### config.mk
export PLATFORM = sky130hd
export DESIGN_NAME = countdown_timer
export DESIGN_NICKNAME = d
export VERILOG_FILES = /design/src/rtl/timer_pkg.sv /design/src/rtl/bcd_dec_digit.sv /design/src/rtl/countdown_timer.sv
export SDC_FILE = /design/constraint.sdc
export NUM_CORES = 1
export LEC_CHECK = 0
export BUFFER_PORTS_ARGS = -buffer_cell sky130_fd_sc_hd__buf_4
export CORE_UTILIZATION = 35
export DETAILED_ROUTE_END_ITERATION = 10
export SYNTH_ARGS = -nofsm -noshare
export SYNTH_HDL_FRONTEND = slang
export SYNTH_SLANG_ARGS = --single-unit
### constraint.sdc
create_clock -name clk -period 4.09 [get_ports clk]
set_input_delay 0.409 -clock clk [delete_from_list [all_inputs] [get_ports clk]]
set_output_delay 0.409 -clock clk [all_outputs]
set_load 0.01 [all_outputs]
### src/rtl/timer_pkg.sv
// Shared definitions for the countdown timer: FSM encoding and BCD constants.
package timer_pkg;

    typedef enum logic [1:0] {
        IDLE    = 2'd0,
        RUNNING = 2'd1,
        EXPIRED = 2'd2
    } state_t;

    localparam logic [3:0] BCD_MAX     = 4'd9;
    localparam int         READING_W   = 8;

endpackage

### src/rtl/bcd_dec_digit.sv
// Combinational single-digit BCD decrementer; 0 with borrow wraps to 9.
module bcd_dec_digit
    import timer_pkg::*;
(
    input  logic [3:0] digit,
    input  logic       borrow_in,
    output logic [3:0] result,
    output logic       borrow_out
);

    always_comb begin
        result     = digit;
        borrow_out = 1'b0;
        if (borrow_in) begin
            if (digit == 4'd0) begin
                result     = BCD_MAX;
                borrow_out = 1'b1;
            end else begin
                result = digit - 4'd1;
            end
        end
    end

endmodule

### src/rtl/countdown_timer.sv
// Two-digit BCD countdown timer: one decrement per CLK_FREQ running cycles,
// stops at 00 with a sticky expired flag and a one-cycle done pulse.
module countdown_timer
    import timer_pkg::*;
#(
    parameter int CLK_FREQ = 100000000
) (
    input  logic                 clk,
    input  logic                 rst_n,
    input  logic                 load,
    input  logic [READING_W-1:0] load_value,
    input  logic                 count_enabled,
    output logic [READING_W-1:0] time_reading,
    output logic                 expired,
    output logic                 done_pulse
);

    localparam int            PW      = $clog2(CLK_FREQ);
    localparam logic [PW-1:0] PRE_MAX = PW'(CLK_FREQ - 1);

    state_t                 state;
    logic [PW-1:0]          prescaler;
    logic                   tick;
    logic [3:0]             ones_next;
    logic [3:0]             tens_next;
    logic                   ones_borrow;
    logic                   tens_borrow;
    logic [READING_W-1:0]   next_reading;
    logic                   reach_zero;

    function automatic logic [READING_W-1:0] sat_bcd(input logic [READING_W-1:0] v);
        logic [3:0] hi;
        logic [3:0] lo;
        hi = (v[7:4] > BCD_MAX) ? BCD_MAX : v[7:4];
        lo = (v[3:0] > BCD_MAX) ? BCD_MAX : v[3:0];
        return {hi, lo};
    endfunction

    assign tick = (state == RUNNING) && (prescaler == PRE_MAX);

    bcd_dec_digit u_ones (
        .digit      (time_reading[3:0]),
        .borrow_in  (tick),
        .result     (ones_next),
        .borrow_out (ones_borrow)
    );

    bcd_dec_digit u_tens (
        .digit      (time_reading[7:4]),
        .borrow_in  (ones_borrow),
        .result     (tens_next),
        .borrow_out (tens_borrow)
    );

    assign next_reading = {tens_next, ones_next};
    // A tens borrow would mean 00 was decremented, which the FSM never allows.
    assign reach_zero   = tick && (next_reading == '0) && !tens_borrow;

    always_ff @(posedge clk or negedge rst_n) begin
        if (!rst_n) begin
            state        <= IDLE;
            prescaler    <= '0;
            time_reading <= '0;
            expired      <= 1'b0;
            done_pulse   <= 1'b0;
        end else if (load) begin
            state        <= IDLE;
            prescaler    <= '0;
            time_reading <= sat_bcd(load_value);
            expired      <= 1'b0;
            done_pulse   <= 1'b0;
        end else begin
            done_pulse <= 1'b0;
            case (state)
                IDLE: begin
                    if (count_enabled && (time_reading != '0))
                        state <= RUNNING;
                end
                RUNNING: begin
                    // Prescaler is kept on pause so counting resumes mid-second.
                    prescaler <= tick ? '0 : prescaler + PW'(1);
                    if (tick)
                        time_reading <= next_reading;
                    if (reach_zero) begin
                        expired    <= 1'b1;
                        done_pulse <= 1'b1;
                        state      <= EXPIRED;
                    end else if (!count_enabled) begin
                        state <= IDLE;
                    end
                end
                EXPIRED: begin
                    state <= EXPIRED;
                end
                default: begin
                    state <= IDLE;
                end
            endcase
        end
    end

endmodule
==> results of run 1 <==
-- routing by layer --
layer  up-vias  GRT usage (%)
li1        964              -
met1       964          22.96
met2        41          24.96
met3         9          3.280
met4         0          5.643
met5         -              0
-- synthesized netlist by cell type, types with 7 or more instances --
| cell type | number | share of area [%] |
|---|---|---|
| o31ai_1 | 7 | 2.3 |
| xor2_1 | 7 | 2.7 |
| dfrtp_1 | 39 | 43 |
| nand4_1 | 8 | 2.2 |
| or3_1 | 14 | 3.8 |
| a21oi_1 | 20 | 4.4 |
| nand3_1 | 7 | 1.5 |
| nor2_1 | 21 | 3.4 |
| nand2_1 | 13 | 2.1 |
| o21ai_0 | 18 | 3.9 |
| or4_1 | 7 | 2.3 |
-- power groups by stage --
stage / logic (mW) / registers (mW) / clock network (mW)
2_1_floorplan: 0.0370 / 0.420 / 0
3_3_place_gp: 0.0786 / 0.421 / 0
3_5_place_dp: 0.0788 / 0.421 / 0
4_1_cts: 0.0791 / 0.413 / 0.264
5_1_grt: 0.0876 / 0.417 / 0.279
6_report: 0.0779 / 0.414 / 0.256
-- worst max-delay path, cell delays in order (launching register included) --
cell and delay, ns:
dfrtp_1 0.41, ha_1 0.19, and3_1 0.35, nand4_2 0.30, o21ai_2 0.91, nor2_1 0.11
-- worst max path at each step --
stage / to / slack (ns) / depth (start not counted)
finish: prescaler[6]$_DFFE_PN0P_ / 1.66 / 5
global route: prescaler[2]$_DFFE_PN0P_ / 1.42 / 5
CTS: prescaler[6]$_DFFE_PN0P_ / 1.63 / 5
detailed placement: prescaler[7]$_DFFE_PN0P_ / 1.62 / 5
global placement: prescaler[7]$_DFFE_PN0P_ / 1.72 / 5
floorplan: time_reading[5]$_DFFE_PN0P_ / 2.34 / 7
-- final cells by class --
cell class                 count  area (µm²)
inverter                       5       18.77
clock inverter                 2       13.76
multi-input combinational    187        1220
fill                         634        3799
clock buffer                   5       68.82
sequential                    39       975.9
timing repair buffer          21       157.7
tap                           77       96.34
-- sequential cells by signal, summed over array words and instances, names as in the netlist --
signal        cells
prescaler        27
time_reading      8
state             2
done_pulse        1
expired           1
-- cells by family after synthesis --
| group | share of synthesized area, % |
|---|---|
| AO/OA/AOI/OAI | 20.76 |
| XOR/XNOR | 3.052 |
| adder cells (fa/ha/maj) | 0.5449 |
| buffers and inverters | 4.359 |
| flip-flops | 42.51 |
| AND/OR/NAND/NOR | 28.77 |
-- through the flow --
step                      utilization (%)  power (mW)  hold slack [ns]  cell area [µm²]  setup WS [ns]
after floorplan                         -      0.4571           0.1134             2296          2.342
after global placement              38.88      0.4993           0.4252             2469          1.723
after detailed placement            38.88      0.4997           0.4218             2469          1.622
after CTS                           40.18      0.7565          0.09820             2551          1.629
after global routing                40.18      0.7833           0.1263             2551          1.420
final                               40.18      0.7480          0.08465             2551          1.661
==> results.txt, run 1 <==
----------------------------------------------------
[Run status]
  Outcome ... complete, no violations

[Setup path]
  Critical Path RT ... 4.23 ns
  Capturing element type of the critical path ... flip-flop
  Start-to-end type of the worst setup path ... reg -> reg
  Biggest fanout along the worst timing path ... 25
  Data arrival time at the worst-slack endpoint ... 2.57 ns
  FF-to-FF setup slack ... 1.66 ns
  End of the worst register-to-register path ... prescaler[6]$_DFFE_PN0P_
  Cell depth of the worst flop-to-flop path ... 5
  Kind of start point of the critical path ... flip-flop
  Launch point of the critical path ... prescaler[0]$_DFFE_PN0P_
  Startpoint of the worst register-to-register path ... prescaler[0]$_DFFE_PN0P_

[Clock network]
  Htree depth ... 2
  Clock root buffer master ... clkbuf_8
  Hold-fix buffer count after cts ... 0
  Number of buffers created by CTS ... 5
  TritonCTS clock tree ... built
  Clock transition at the registers of the reported paths ... 0.08 ns
  Buffers inserted by post-CTS timing repair ... 0
  Insertion delay of the later-clocked pin in the worst-skew pair ... ~0.29 ns
  # resized after CTS ... 0
  Number of clock sinks ... 39
  Maximum clock path buffer count ... 2

[STA]
  Total count of max-transition violations in the final report ... 0
  Share of the clock period used by the worst path ... 59.39%
  Final worst clock skew ... 0.005655 ns
  Total of endpoints with negative setup slack in the final report ... 0
  Highest Clock Rate ... 411.7 MHz
  RSZ-0062 raised after global routing ... false
  Worst slew margin relative to its limit ... between 30% and 40%
  Total negative slack ... 0 ns
  Transition time of the tightest slew-check pin ... around 1.0 ns
  Hold violation total from the final report ... 0
  Time the final worst path needs with I/O delays and setup ... 2.429 ns

[Detailed routing]
  Met3 Routed Length ... around 190 µm
  DRT met1 WL ... 2.619 mm
  Post-DR wirelength/cell ... 15.80 µm
  Initial detailed-routing violation count ... 145
  Number of detailed-route iterations in the first pass ... 5
  Number of vias per cell after detailed routing ... 5.887
  Drt drc ... 0
  Max layer used ... met4
  Routed Wire Length ... approximately 5.3 mm
  Met2 wirelength from detailed routing ... 2.423 mm
  DRT antenna net count ... 0
  Total number of vias ... just under 2000

[Layout]
  Number of antenna diodes ... 0
  Fin cells ... 336
  Leading cell type in the layout, fill and taps excluded ... dfrtp_1
  Final net count ... 272
  Synthesis-to-finish area growth ... 11.12%
  Share of layout cells above drive strength 1 ... 14.29%
  Highest-count cells in the layout ignoring fill and taps ... dfrtp_1, nor2_1, buf_4, a21oi_1, o21ai_0

[Synth]
  Flip-flop and latch count after synthesis ... 39
  Synthesized area divided by synthesized cell count ... between 9 and 10 µm²
  Yosys Warn Count ... 0
  Count of flip-flops with a built-in enable after synthesis ... 0
  Fraction of the yosys area taken by sequential cells ... 42.51%
  Share of flip-flops with an asynchronous set or reset ... 100.0%
  Primary FF master, synth ... dfrtp_1
  Number of standard cells after synthesis ... 246
  Netlist Area Pre-Place ... 2296 µm²
  Syn nets ... around 260
  Distinct cell type count after synthesis ... 49

[Pwr]
  Maximum resistive drop on vdd ... 0.1980 mV
  Design internal power ... approximately 0.55 mW
  Standby leakage power ... 0.9572 nW
  Clk network pwr share ... 34.2%
  Switching Share ... between 20% and 30%
  Combinational power share ... a little over a tenth
  Power spent charging and discharging nets ... 0.2014 mW
  Seq pwr share ... a little under three fifths
  Power Density ... 293.2 nW/µm²

[Floorplan]
  Starting density of the core ... 36.16%
  DIE WIDTH ... 82.99 µm
  Std-Cell Core Area ... 6350 µm²
  Chip height ... 82.99 µm
  Count of boundary I/O pins ... 22
  Area of the die ... 6887 µm²
  Std-Cell Rows ... 29

[Global routing]
  Pin count of the biggest net entering global routing ... 40
  Wire length of the first global-routing pass ... 9.066 mm
  Number of global-route vias before repair ... 1888
  Initial antenna violation count ... 0
  Total Routing Usage GR ... 16.30%
  Grt total ovfl ... 0

[Placed design]
  Count of buffers inserted at the top-level ports ... 21
  Placer Congestion ... 0.7658
  Final HPWL from detailed placement ... 3.562 mm
  DP Cell Count ... 329

[Worst hold path]
  Type of the tightest min-delay check ... in -> async

[Flow run]
  Reported max-cap violation count ... 0

----------------------------------------------------
No activity file was read; power rests on OpenSTA's default activity.
==> run 2: changes to the inputs <==
- clock period: 4.09 -> 2.15 ns (I/O delays scaled with it)
==> results.txt, run 2 (synthesized netlist as in run 1, its figures left out) <==
----------------------------------------------------
[Pwr]
  Power Density ... 545.5 nW/µm²
  Clk network pwr share ... 35.1%
  Seq pwr share ... 54.0%
  Combinational power share ... 11.0%
  Design internal power ... around 1.1 mW
  Maximum resistive drop on vdd ... around 0.25 mV
  Power spent charging and discharging nets ... 0.3778 mW
  Standby leakage power ... around 1.0 nW
  Switching Share ... 25.94%

[Layout]
  Leading cell type in the layout, fill and taps excluded ... dfrtp_1
  Flip-flop and latch area ... roughly 980 µm²
  Highest-count cells in the layout ignoring fill and taps ... dfrtp_1, buf_4, nor2_1, a21oi_1, o21ai_0
  Combined area of the multi-input logic cells ... between 1000 and 1500 µm²
  Synthesis-to-finish area growth ... 16.29%
  Largest registers ... prescaler: 27 flops, time_reading: 8 flops, state: 2 flops
  Fin cells ... 346
  Register containing the most flip-flops in the final layout ... prescaler
  Final net count ... ~280
  Filler Cell Count ... between 600 and 700
  Final core utilization ... about 42%
  Share of layout cells above drive strength 1 ... 17.47%
  Flip-flop count of the largest register, all copies and words added ... 27
  Number of antenna diodes ... 0

[Setup path]
  Kind of start point of the critical path ... flip-flop
  Critical Path RT ... 2.37 ns
  Biggest fanout along the worst timing path ... 8
  Critical-path top delay cell ... and4_1
  Stage delay of the slowest cell on the critical path ... 0.52 ns
  Start-to-end type of the worst setup path ... reg -> reg
  Worst path bufs/invs ... 1
  Launch point of the critical path ... prescaler[4]$_DFFE_PN0P_
  Startpoint of the worst register-to-register path ... prescaler[4]$_DFFE_PN0P_
  Data arrival time at the worst-slack endpoint ... 2.24 ns
  Capturing element type of the critical path ... flip-flop
  Largest delay contributor family on the critical path ... simple AND/OR/NAND/NOR gates
  Worst-path cell chain ... and4_1 > nand4_2 > buf_4 > nor3_1 > o21a_1

[Floorplan]
  Area of the die ... 6887 µm²
  Chip height ... 82.99 µm
  Count of boundary I/O pins ... 22
  Std-Cell Core Area ... 6350 µm²
  Std-Cell Rows ... 29
  DIE WIDTH ... 82.99 µm
  Starting density of the core ... between 30% and 40%

[STA]
  Total count of max-transition violations in the final report ... 0
  Total negative slack ... 0 ns
  Worst Hold Margin ... approximately 0.21 ns
  Hold violation total from the final report ... 0
  Final worst clock skew ... between 0.01 and 0.015 ns
  Transition time of the tightest slew-check pin ... 0.5306 ns
  Worst slew margin relative to its limit ... 64.63%
  Highest Clock Rate ... 497.0 MHz
  RSZ-0062 raised after global routing ... false
  Total of endpoints with negative setup slack in the final report ... 0
  Time the final worst path needs with I/O delays and setup ... between 2 and 2.5 ns
  Share of the clock period used by the worst path ... 93.58%

[Global routing]
  Grt total ovfl ... 0
  Number of global-route vias before repair ... 1845
  Initial antenna violation count ... 0
  Wire length of the first global-routing pass ... between 9 and 10 mm
  Total Routing Usage GR ... 16.16%
  Pin count of the biggest net entering global routing ... 40

[Detailed routing]
  Number of vias per cell after detailed routing ... 5.853
  Number of detailed-route iterations in the first pass ... 4
  Initial detailed-routing violation count ... between 100 and 150
  Total number of vias ... 2025
  DRT antenna net count ... 0
  Post-DR wirelength/cell ... ~16 µm
  Drt drc ... 0
  Routed Wire Length ... around 5.4 mm

[Clock network]
  Number of clock sinks ... 39
  Insertion delay of the later-clocked pin in the worst-skew pair ... 0.29 ns
  Clock transition at the registers of the reported paths ... 0.07 ns
  Number of buffers created by CTS ... 5
  Clock root buffer master ... clkbuf_8
  Htree depth ... 2
  TritonCTS clock tree ... built
  Maximum clock path buffer count ... 2

[Run status]
  Outcome ... complete, no violations

[Placed design]
  Count of buffers inserted at the top-level ports ... 21
  Final HPWL from detailed placement ... 3.726 mm
  DP Cell Count ... 338
  Placer Congestion ... ~0.8

[Worst hold path]
  Type of the tightest min-delay check ... in -> reg
  Startpoint of the lowest-slack hold path ... count_enabled

[Flow run]
  Reported max-cap violation count ... 0

----------------------------------------------------
run 2: changes by cell type in the layout (fill, tap and decap cells not counted):
| cell | previous run | this run |
|---|---|---|
| o2111ai_4 | 0 | 2 |
| and3_2 | 0 | 1 |
| clkinv_4 | 1 | 0 |
| o2111ai_2 | 2 | 0 |
| buf_12 | 0 | 1 |
| dlygate4sd3_1 | 0 | 1 |
| and3_1 | 2 | 1 |
| clkbuf_8 | 5 | 6 |
| buf_4 | 21 | 29 |
run 2: worst reg2reg max path, delay by kind of cell (launching register included):
| kind | cells | cell delay, ns |
|---|---|---|
| DFF | 1 | 0.41 |
| buffers and inverters | 1 | 0.22 |
| AOI/OAI and AO/OA | 1 | 0.19 |
| and+or+nand+nor | 3 | 1.14 |
run 2: path summary, 6_finish.rpt:
path	endpoint	slack, ns	depth (start not counted)
worst min register to register	expired$_DFFE_PN0P_	0.50	1
worst min-delay path	state[0]$_DFFE_PN0P_	0.21	3
max in group asynchronous	prescaler[16]$_DFFE_PN0P_	1.33	2
worst max-delay path	state[1]$_DFFE_PN0P_	0.14	5
min in group asynchronous	prescaler[13]$_DFFE_PN0P_	0.44	2
worst max register to register	state[1]$_DFFE_PN0P_	0.14	5
run 2: layout make-up:
class | instances | share of cell area, %
multi-input cells | 187 | 46.58
clock buffers | 6 | 3.093
repair buffers | 31 | 9.278
inverters | 5 | 0.7029
clock inverters | 1 | 0.1874
well taps | 77 | 3.608
flip-flops and latches | 39 | 36.55
run 2: stage by stage:
| stage | area (µm²) | setup slack [ns] | power, mW |
|---|---|---|---|
| global placement | 2549 | 0.1685 | 0.9586 |
| global route | 2670 | 0.03540 | 1.526 |
| floorplan | 2296 | 0.4019 | 0.8696 |
| CTS | 2646 | 0.1088 | 1.470 |
| detailed placement | 2549 | 0.1372 | 0.9588 |
| finish | 2670 | 0.1381 | 1.457 |
run 2: what timing repair did:
action	4_1_cts	5_1_grt
gates resized for setup	0	3
buffers inserted	0	0
setup endpoints to repair	0	6
endpoints found under the hold margin	39	0
hold buffers	1	0
run 2: power by group through the flow:
stage | combinational (mW) | sequential, mW | clock, mW
after global placement | 0.159 | 0.800 | 0
final | 0.160 | 0.786 | 0.511
after detailed placement | 0.158 | 0.801 | 0
after floorplan | 0.0704 | 0.799 | 0
after CTS | 0.160 | 0.786 | 0.524
after global routing | 0.176 | 0.791 | 0.558
run 2: per-layer routing:
layer | global-route usage [%] | wire length (µm)
met3 | 3.479 | 227
met1 | 21.95 | 2580
met4 | 4.232 | 44
met2 | 26.15 | 2538
met5 | 0 | 0
